[config.mk]
export PLATFORM = sky130hd
export DESIGN_NAME = uart_program_loader
export DESIGN_NICKNAME = d
export VERILOG_FILES = /design/src/rtl/loader_pkg.sv /design/src/rtl/loader_word_asm.sv /design/src/rtl/uart_program_loader.sv
export SDC_FILE = /design/constraint.sdc
export NUM_CORES = 2
export LEC_CHECK = 0
export ABC_AREA = 1
export ABC_CLOCK_PERIOD_IN_PS = 2500
export CELL_PAD_IN_SITES_DETAIL_PLACEMENT = 0
export CELL_PAD_IN_SITES_GLOBAL_PLACEMENT = 1
export CORE_AREA = 2 2 409 411
export CTS_CLUSTER_DIAMETER = 100
export CTS_CLUSTER_SIZE = 14
export DETAILED_ROUTE_END_ITERATION = 12
export DIE_AREA = 0 0 411 413
export HOLD_SLACK_MARGIN = 0.05
export PLACE_DENSITY = 0.56
export SLEW_MARGIN = 20
export SYNTH_ARGS = -nofsm -noshare
export SYNTH_HDL_FRONTEND = slang
export SYNTH_SLANG_ARGS = --single-unit
export TNS_END_PERCENT = 1
[constraint.sdc]
create_clock -name clk -period 2.5 [get_ports clk]
set_input_delay 0.5 -clock clk [delete_from_list [all_inputs] [get_ports clk]]
set_output_delay 0.5 -clock clk [all_outputs]
set_load 0.005 [all_outputs]
[src/rtl/loader_pkg.sv]
// ============================================================================
// Module   : loader_pkg
// Brief    : Shared types and helpers for the UART program loader.
// Revision : 1.0
// ============================================================================
`default_nettype none

package loader_pkg;

    typedef enum logic [2:0] {
        ST_IDLE = 3'd0,
        ST_RECV = 3'd1,
        ST_ACK  = 3'd2,
        ST_NAK  = 3'd3,
        ST_RUN  = 3'd4
    } state_t;

    localparam logic [7:0] DEFAULT_ACK = 8'hAA;
    localparam logic [7:0] DEFAULT_NAK = 8'hEE;

    // Replace byte lane 'lane' of a 32-bit word (lane 0 = bits [7:0]).
    function automatic logic [31:0] set_lane(input logic [31:0] w,
                                             input logic [1:0]  lane,
                                             input logic [7:0]  b);
        logic [31:0] r;
        r = w;
        case (lane)
            2'd0:    r[7:0]   = b;
            2'd1:    r[15:8]  = b;
            2'd2:    r[23:16] = b;
            default: r[31:24] = b;
        endcase
        return r;
    endfunction

endpackage

`default_nettype wire

[src/rtl/loader_word_asm.sv]
// ============================================================================
// Module   : loader_word_asm
// Brief    : Assembles four little-endian bytes into one 32-bit word.
// Revision : 1.0
// ============================================================================
`default_nettype none

module loader_word_asm
    import loader_pkg::*;
(
    input  logic        clk,
    input  logic        rstn,
    input  logic        clear,
    input  logic        byte_valid,
    input  logic [7:0]  byte_in,
    output logic        word_valid,
    output logic [31:0] word
);

    logic [1:0]  byte_idx;
    logic [31:0] acc;

    // The fourth byte is merged combinationally so the word can be stored
    // on the same edge that accepts it.
    assign word_valid = byte_valid && (byte_idx == 2'd3);
    assign word       = set_lane(acc, 2'd3, byte_in);

    always_ff @(posedge clk or negedge rstn) begin
        if (!rstn) begin
            byte_idx <= 2'd0;
            acc      <= '0;
        end else if (clear) begin
            byte_idx <= 2'd0;
            acc      <= '0;
        end else if (byte_valid) begin
            acc      <= set_lane(acc, byte_idx, byte_in);
            byte_idx <= byte_idx + 2'd1;
        end
    end

endmodule

`default_nettype wire

[src/rtl/uart_program_loader.sv]
// ============================================================================
// Module   : uart_program_loader
// Brief    : Receives an instruction image over UART, answers ACK/NAK, then
//            releases the core from reset.
// Revision : 1.0
// ============================================================================
`default_nettype none

module uart_program_loader
    import loader_pkg::*;
#(
    parameter int         WORDS       = 32,
    parameter logic [7:0] ACK_BYTE    = DEFAULT_ACK,
    parameter logic [7:0] NAK_BYTE    = DEFAULT_NAK,
    parameter int         TIMEOUT_CYC = 1_000_000
) (
    input  logic                 clk,
    input  logic                 rstn,
    input  logic [7:0]           rdata,
    input  logic                 rx_ready,
    input  logic                 ferr,
    output logic [7:0]           tx_data,
    output logic                 tx_start,
    input  logic                 tx_busy,
    output logic [32*WORDS-1:0]  i_memory,
    output logic                 core_rstn,
    output logic                 loaded,
    output logic                 error
);

    localparam int WIDX_W = $clog2(WORDS + 1);
    localparam int TMO_W  = (TIMEOUT_CYC > 1) ? $clog2(TIMEOUT_CYC) : 1;

    state_t            state, next_state;
    logic [WIDX_W-1:0] n_words;
    logic [WIDX_W-1:0] word_idx;
    logic              byte_valid;
    logic              word_valid;
    logic [31:0]       word;
    logic              tmo_hit;
    logic              load_count;
    logic              enter_ack;
    logic              enter_nak;
    logic              send;

    assign byte_valid = (state == ST_RECV) && rx_ready && !ferr;
    assign core_rstn  = (state == ST_RUN);
    assign loaded     = (state == ST_RUN);

    loader_word_asm u_word_asm (
        .clk        (clk),
        .rstn       (rstn),
        .clear      (state != ST_RECV),
        .byte_valid (byte_valid),
        .byte_in    (rdata),
        .word_valid (word_valid),
        .word       (word)
    );

    generate
        if (TIMEOUT_CYC > 0) begin : g_timeout
            localparam logic [TMO_W-1:0] TMO_LAST = TMO_W'(TIMEOUT_CYC - 1);
            logic [TMO_W-1:0] tmo_cnt;

            always_ff @(posedge clk or negedge rstn) begin
                if (!rstn)
                    tmo_cnt <= '0;
                else if (state == ST_RECV && !rx_ready && !tmo_hit)
                    tmo_cnt <= tmo_cnt + TMO_W'(1);
                else
                    tmo_cnt <= '0;
            end

            // A byte arriving on the terminal cycle takes priority.
            assign tmo_hit = (state == ST_RECV) && !rx_ready && (tmo_cnt == TMO_LAST);
        end else begin : g_no_timeout
            assign tmo_hit = 1'b0;
        end
    endgenerate

    always_ff @(posedge clk or negedge rstn) begin
        if (!rstn)
            state <= ST_IDLE;
        else
            state <= next_state;
    end

    always_comb begin
        next_state = state;
        load_count = 1'b0;
        enter_ack  = 1'b0;
        enter_nak  = 1'b0;
        send       = 1'b0;
        case (state)
            ST_IDLE: begin
                if (rx_ready) begin
                    if (!ferr && rdata != 8'd0 && int'(rdata) <= WORDS) begin
                        next_state = ST_RECV;
                        load_count = 1'b1;
                    end else begin
                        next_state = ST_NAK;
                        enter_nak  = 1'b1;
                    end
                end
            end
            ST_RECV: begin
                if (rx_ready && ferr) begin
                    next_state = ST_NAK;
                    enter_nak  = 1'b1;
                end else if (word_valid && (word_idx + WIDX_W'(1)) == n_words) begin
                    next_state = ST_ACK;
                    enter_ack  = 1'b1;
                end else if (tmo_hit) begin
                    next_state = ST_NAK;
                    enter_nak  = 1'b1;
                end
            end
            ST_ACK, ST_NAK: begin
                // Leave on the cycle after the strobe so it stays one cycle wide.
                if (tx_start)
                    next_state = (state == ST_ACK) ? ST_RUN : ST_IDLE;
                else if (!tx_busy)
                    send = 1'b1;
            end
            ST_RUN: begin
                next_state = ST_RUN;
            end
            default: begin
                next_state = ST_IDLE;
            end
        endcase
    end

    always_ff @(posedge clk or negedge rstn) begin
        if (!rstn) begin
            i_memory <= '0;
            tx_data  <= 8'd0;
            tx_start <= 1'b0;
            error    <= 1'b0;
            n_words  <= '0;
            word_idx <= '0;
        end else begin
            tx_start <= send;
            if (load_count) begin
                n_words  <= WIDX_W'(rdata);
                word_idx <= '0;
                i_memory <= '0;
                error    <= 1'b0;
            end
            if (word_valid) begin
                for (int k = 0; k < WORDS; k++) begin
                    if (word_idx == WIDX_W'(k))
                        i_memory[k*32 +: 32] <= word;
                end
                word_idx <= word_idx + WIDX_W'(1);
            end
            if (enter_ack)
                tx_data <= ACK_BYTE;
            if (enter_nak) begin
                tx_data <= NAK_BYTE;
                error   <= 1'b1;
            end
        end
    end

endmodule

`default_nettype wire

# Word-level counts from Yosys, hierarchy flattened
# Index checks and enable logic that the tools add are counted.
# totals
regBits,1095
in_bits,13
output_inout_bits,1036
word_cells,160
# classes
addsub,3
n_lt_le_gt_ge,1
eq_ne,44
mux,71
n_reduce_logical,29
# op_table
operator,n
$mux W1024,2
$mux W32,32
$eq A6 B5 Y1 const B,16
$eq A6 B4 Y1 const B,8
$mux W24,2
$mux W8,5
$eq A6 B3 Y1 const B,4
$add A20 B1 Y20 const B,1
$eq A20 B20 Y1 const B,1
$mux W20,1
$mux W3,6
$mux W1,16
$reduce_bool A2 Y1,7
$eq A6 B2 Y1 const B,2
$mux W6,2
$pmux W3 S4,1
$logic_and A1 B1 Y1,10
$le A8 B6 Y1 const B,1
$reduce_bool A8 Y1,1
$add A6 B1 Y6 const B,1
$eq A3 B2 Y1 const B,2
$eq A6 B1 Y1 const B,1
$eq A6 B6 Y1,1
$logic_not A6 Y1,1
16 further kinds,24

# Depth between registers and ports, before layout
# logic_depth
depth_word,10
depth_mapped,14
ltp_nobuf,14

# Cells and area by module
# A second synthesis with hierarchy kept.
# hier_totals
cells_unflattened,4005
hier_area_um2,41512.3
# modules_own_cells
mod,n_inst,cells_per_inst,area_per_inst_um2,seq_area_each_um2
uart_program_loader,1,3857,40171.0,26600.5
loader_word_asm,1,148,1341.3,650.6

# Worst setup path before layout
# Ideal clock, no wire load.
# synth_path
path_type,in2reg
start,input rdata[4]
end,register n_words[5]
setup_time_ps,127
t_arrival_ps,1619
t_required_ps,2373
setup_slack_ps,754
cell_stages,10
n_path_buf,4
path_cell_list,inv_1 > buf_2 > nand4_1 > nand3_1 > nor2_1 > nand2_1 > buf_2 > buf_2 > buf_2 > o21ai_0
# synth_via
elab_chain_cells,6
word_cells_on_any_way,7
classes_between,order compare (1); mux (3); reduce/logical (3)
# synth_lines
element,line,text
start: declaration,uart_program_loader.sv:19,"input logic [7:0] rdata,"
branches (longest 2 deep; another with $le A8 B6 Y1),n/a,
$logic_and A1 B1 Y1 (*),uart_program_loader.sv:97,if (!ferr && rdata != 8'd0 && int'(rdata) <= WORDS) begin
$mux W1 (*),uart_program_loader.sv:97,
$mux W1 (*),uart_program_loader.sv:96,if (rx_ready) begin
$mux W1 (*),uart_program_loader.sv:94,case (state)
end signal: assignment,uart_program_loader.sv:145,n_words <= WIDX_W'(rdata);
end: declaration,uart_program_loader.sv:35,logic [WIDX_W-1:0] n_words;
# Every way passes the cells marked *.
# A chain may end at the register's enable or synchronous reset.

# Worst setup path after layout
# layout_path
start,register i_memory[363]
end,output i_memory[363]
# layout_rtl
element,line,text
start: declaration,uart_program_loader.sv:25,"output logic [32*WORDS-1:0] i_memory,"
start signal: indexed assignment,uart_program_loader.sv:153,i_memory[k*32 +: 32] <= word;
# No word-level cell between the ends.

==> qor.csv <==
stage;metric;value;unit
global_route;gr ovfl total;0;
setup_path;Largest stage delay, worst path;0.69;ns
power_and_ir_drop;Power Dens Cells;579.4;mW/mm^2
global_route;vias in the first global route;33700;
global_route;largest net degree at the start of global routing;109;
cts;Num CTS Buffers;90;
die;top-level I/O count;1049;
setup_path;R2R Path Start;state[1];
route;drt drc;0;
timing;Max-slew headroom;35.57;%
setup_path;Critical Path AT;1.77;ns
place;dpl ws;-0.04551;ns
timing;maximum clock rate;440.2;MHz
timing;fin. max-slew vios;0;
power_and_ir_drop;switching share of total power;25.94;%
timing;Final setup viols;0;
hold_path;Hold Crit Class;in -> async;
place;IO Port Bufs;1046;
logic_synthesis;post-synthesis sequential area ratio;64.89;%
setup_path;R2R Setup Slk;0.41;ns
global_route;Global Route Usage Sum;22.62;%
route;1st-pass router iterations;5;
final_layout;final non-filler cell total;7134;
outcome;status;complete, no violations;
final_layout;Synth-to-Final Area Change;39.32;%
setup_path;Req. time, crit path;2.00;ns
die;CORE AREA;0.1659;mm^2
route;DR vias/cell;4.828;
power_and_ir_drop;Psw;8795;uW
die;die area;0.1697;mm^2
power_and_ir_drop;power share of the combinational group;6.9;%
global_route;Most Used Layer, Global Route;met2;
setup_path;Worst Path Max Fanout;2;
timing;RSZ-0062 raised after global routing;false;
place;placed insts;7023;
global_route;antenna violations before repair;13;
logic_synthesis;Avg Cell Area, Syn;10.60;um^2
setup_path;Crit. End Element;output pin;
global_route;met2 GRT Util;37.77;%
setup_path;startpoint types;flip-flop;
cts;TritonCTS clock tree;built;
timing;Hold WS;0.3150;ns
timing;Tightest Pin Transition;0.9665;ns
setup_path;kind of critical path;reg -> out;
die;Initial Utilization;25.31;%
cts;Sink Count;1089;
route;Detail Route Antenna Nets;0;
logic_synthesis;Post-synth ARST share;100.0;%
global_route;met3 usage;5.987;%
route;Routed wire per std cell;27.66;um
final_layout;FILL cells;16840;
cts;clock transition at the registers of the reported paths;0.07;ns
timing;final critical-path required period;2.272;ns
timing;fin crit share;90.87;%
route;WL final;197400;um
setup_path;reg2reg end;i_memory[683];
timing;Hold Vio Cnt, Final;0;
die;chip height;413;um
setup_path;worst path cell trace;clkdlybuf4s50_1;
setup_path;Worst R2R Path Depth;9;
route;Initial DRC Count;2621;
logic_synthesis;commonest register cell after synthesis;dfrtp_1;
timing;Final WS setup;0.2282;ns
logic_synthesis;Synth cell types;36;
logic_synthesis;synth warn;0;
setup_path;Buf+Inv Stages, Crit Path;1;
power_and_ir_drop;clock share of power;40.3;%
power_and_ir_drop;Power Total;33900;uW
final_layout;# nets final;4936;
setup_path;Crit-path slowest cell;clkdlybuf4s50_1;
cts;Clock Tree Root;clkbuf_16;
setup_path;CP top delay family;buffers and inverters;
final_layout;Multi-input gate area;0.01213;mm^2
power_and_ir_drop;sequential share of power;52.7;%
die;die width;411;um
power_and_ir_drop;Leak;0.02437;uW
cts;Clock Latency Late Sink;0.73;ns
logic_synthesis;mapped cell area;0.04200;mm^2
timing;setup_tns;0;ns
place;RePlAce Congestion;0.8172;
timing;Final Skew;0.03661;ns
cts;CTS Buffer Depth;3;
route;total number of vias;34440;
logic_synthesis;Post-Synthesis Cells;3961;
global_route;first-pass GRT wire length;275000;um
power_and_ir_drop;Internal;25110;uW
power_and_ir_drop;VDD IR max;0.0004964;V
die;Cell Rows;150;
logic_synthesis;Post-synth EDFFs;0;
job;Max-cap violations;0;
place;hpwl dp;135500;um
global_route;met1 Track Usage GR;28.33;%
cts;CTS HTree Levels;3;
final_layout;fraction of layout instances using a drive strength above 1;8.259;%
logic_synthesis;Seq cells post-synth;1089;
final_layout;register area;0.02725;mm^2
## how the worst max path moves through the flow
| stage | start | end | slack [ns] | cells after the start |
|---|---|---|---|---|
| floorplan | rdata[4] | n_words[5] | 0.75 | 10 |
| global placement | rx_ready | i_memory[28] | -0.05 | 11 |
| detailed placement | ferr | i_memory[8] | -0.05 | 10 |
| CTS | i_memory[9] | i_memory[9] | 0.05 | 1 |
| global route | i_memory[9] | i_memory[9] | 0.11 | 1 |
| finish | i_memory[363] | i_memory[363] | 0.23 | 1 |
## cell type report
class | instances | share of cell area [%]
Tap cell | 2204 | 4.713
Clock inverter | 13 | 0.4426
Inverter | 77 | 0.4961
Multi-Input combinational cell | 2377 | 20.73
Clock buffer | 93 | 3.885
Sequential cell | 1089 | 46.57
Antenna cell | 2 | 0.008553
Timing Repair Buffer | 1279 | 23.16
## per-layer routing
layer	vias to the layer above	wire [um]
met2	1071	95100
met1	17310	81780
met4	0	6547
li1	15830	-
met5	-	0
met3	227	13930
## synth_stat cells (2+ instances only)
| library cell | n | area [um^2] |
|---|---|---|
| xor2_1 | 5 | 43.79 |
| nor3b_1 | 2 | 15.01 |
| dfrtp_1 | 1089 | 27250 |
| nor2_1 | 76 | 285.3 |
| nand2_1 | 104 | 390.4 |
| inv_2 | 2 | 7.510 |
| o21ai_1 | 675 | 3378 |
| nand3_1 | 1051 | 5260 |
| nand3b_1 | 3 | 22.52 |
| o21ai_0 | 362 | 1812 |
| nand2_2 | 4 | 25.02 |
| ha_1 | 9 | 112.6 |
| nor2_2 | 2 | 12.51 |
| a21oi_1 | 4 | 20.02 |
| clkbuf_1 | 164 | 615.6 |
| buf_2 | 133 | 665.6 |
| nand2_8 | 10 | 200.2 |
| nor3_1 | 11 | 55.05 |
| buf_1 | 33 | 123.9 |
| buf_6 | 80 | 900.9 |
| nand2_4 | 10 | 112.6 |
| nand4_1 | 7 | 43.79 |
| xnor2_1 | 5 | 43.79 |
| o22ai_1 | 27 | 168.9 |
| buf_4 | 8 | 60.06 |
| inv_1 | 75 | 281.5 |
## kinds of logic after synthesis
| kind of cell | Yosys count | share of synthesized area (%) |
|---|---|---|
| xor gates and xnor gates | 10 | 0.2085 |
| and+or+nand+nor | 1284 | 15.38 |
| DFF | 1089 | 64.89 |
| other | 1 | 0.008929 |
| AOI/OAI and AO/OA | 1072 | 12.88 |
| adders and majority gates | 9 | 0.2681 |
| buffers and inverters | 496 | 6.369 |
## metrics by stage
step / utilization, % / cell area (um^2)
after floorplan: - / 42000
after global placement: 33.72 / 55950
after detailed placement: 33.72 / 55950
after CTS: 35.27 / 58510
after global routing: 35.27 / 58510
final: 35.27 / 58510
## cell usage in the layout (no fill, tap or decap), types with 11 or more instances in the layout
master	netlist	routed
clkdlybuf4s50_1	0	1043
nand2_4	10	12
nor2_1	76	75
inv_1	75	44
nand3_1	1051	1051
buf_4	8	126
nor3_1	11	11
o21ai_1	675	675
clkbuf_16	0	90
o21ai_0	362	362
dfrtp_1	1089	1089
nand2_1	104	96
buf_12	1	106
o22ai_1	27	27
inv_2	2	32
## flip-flops by register name, indices dropped and copies added (netlist names)
| signal | flops |
|---|---|
| n_words | 6 |
| u_word_asm.byte_idx | 2 |
| tx_start | 1 |
| state | 3 |
| error | 1 |
| word_idx | 6 |
| i_memory | 1024 |
| g_timeout.tmo_cnt | 20 |
| tx_data | 2 |
| u_word_asm.acc | 24 |
## power groups by stage
| stage | sequential (uW) | combinational, uW | clock (uW) |
|---|---|---|---|
| after global routing | 17900 | 2620 | 14800 |
| after CTS | 17900 | 2410 | 14200 |
| after detailed placement | 18200 | 2370 | 0 |
| final | 17900 | 2350 | 13700 |
| after floorplan | 18200 | 1070 | 0 |
| after global placement | 18200 | 2380 | 0 |
## what timing repair did
| action | 4_1_cts | 5_1_grt |
|---|---|---|
| gates resized for setup | 4 | 0 |
| setup buffers | 2 | 0 |
| hold buffers | 1 | 0 |
| hold endpoints to repair | 19 | 0 |
| setup endpoints to repair | 2 | 0 |
No activity file was read; power rests on OpenSTA's default activity.
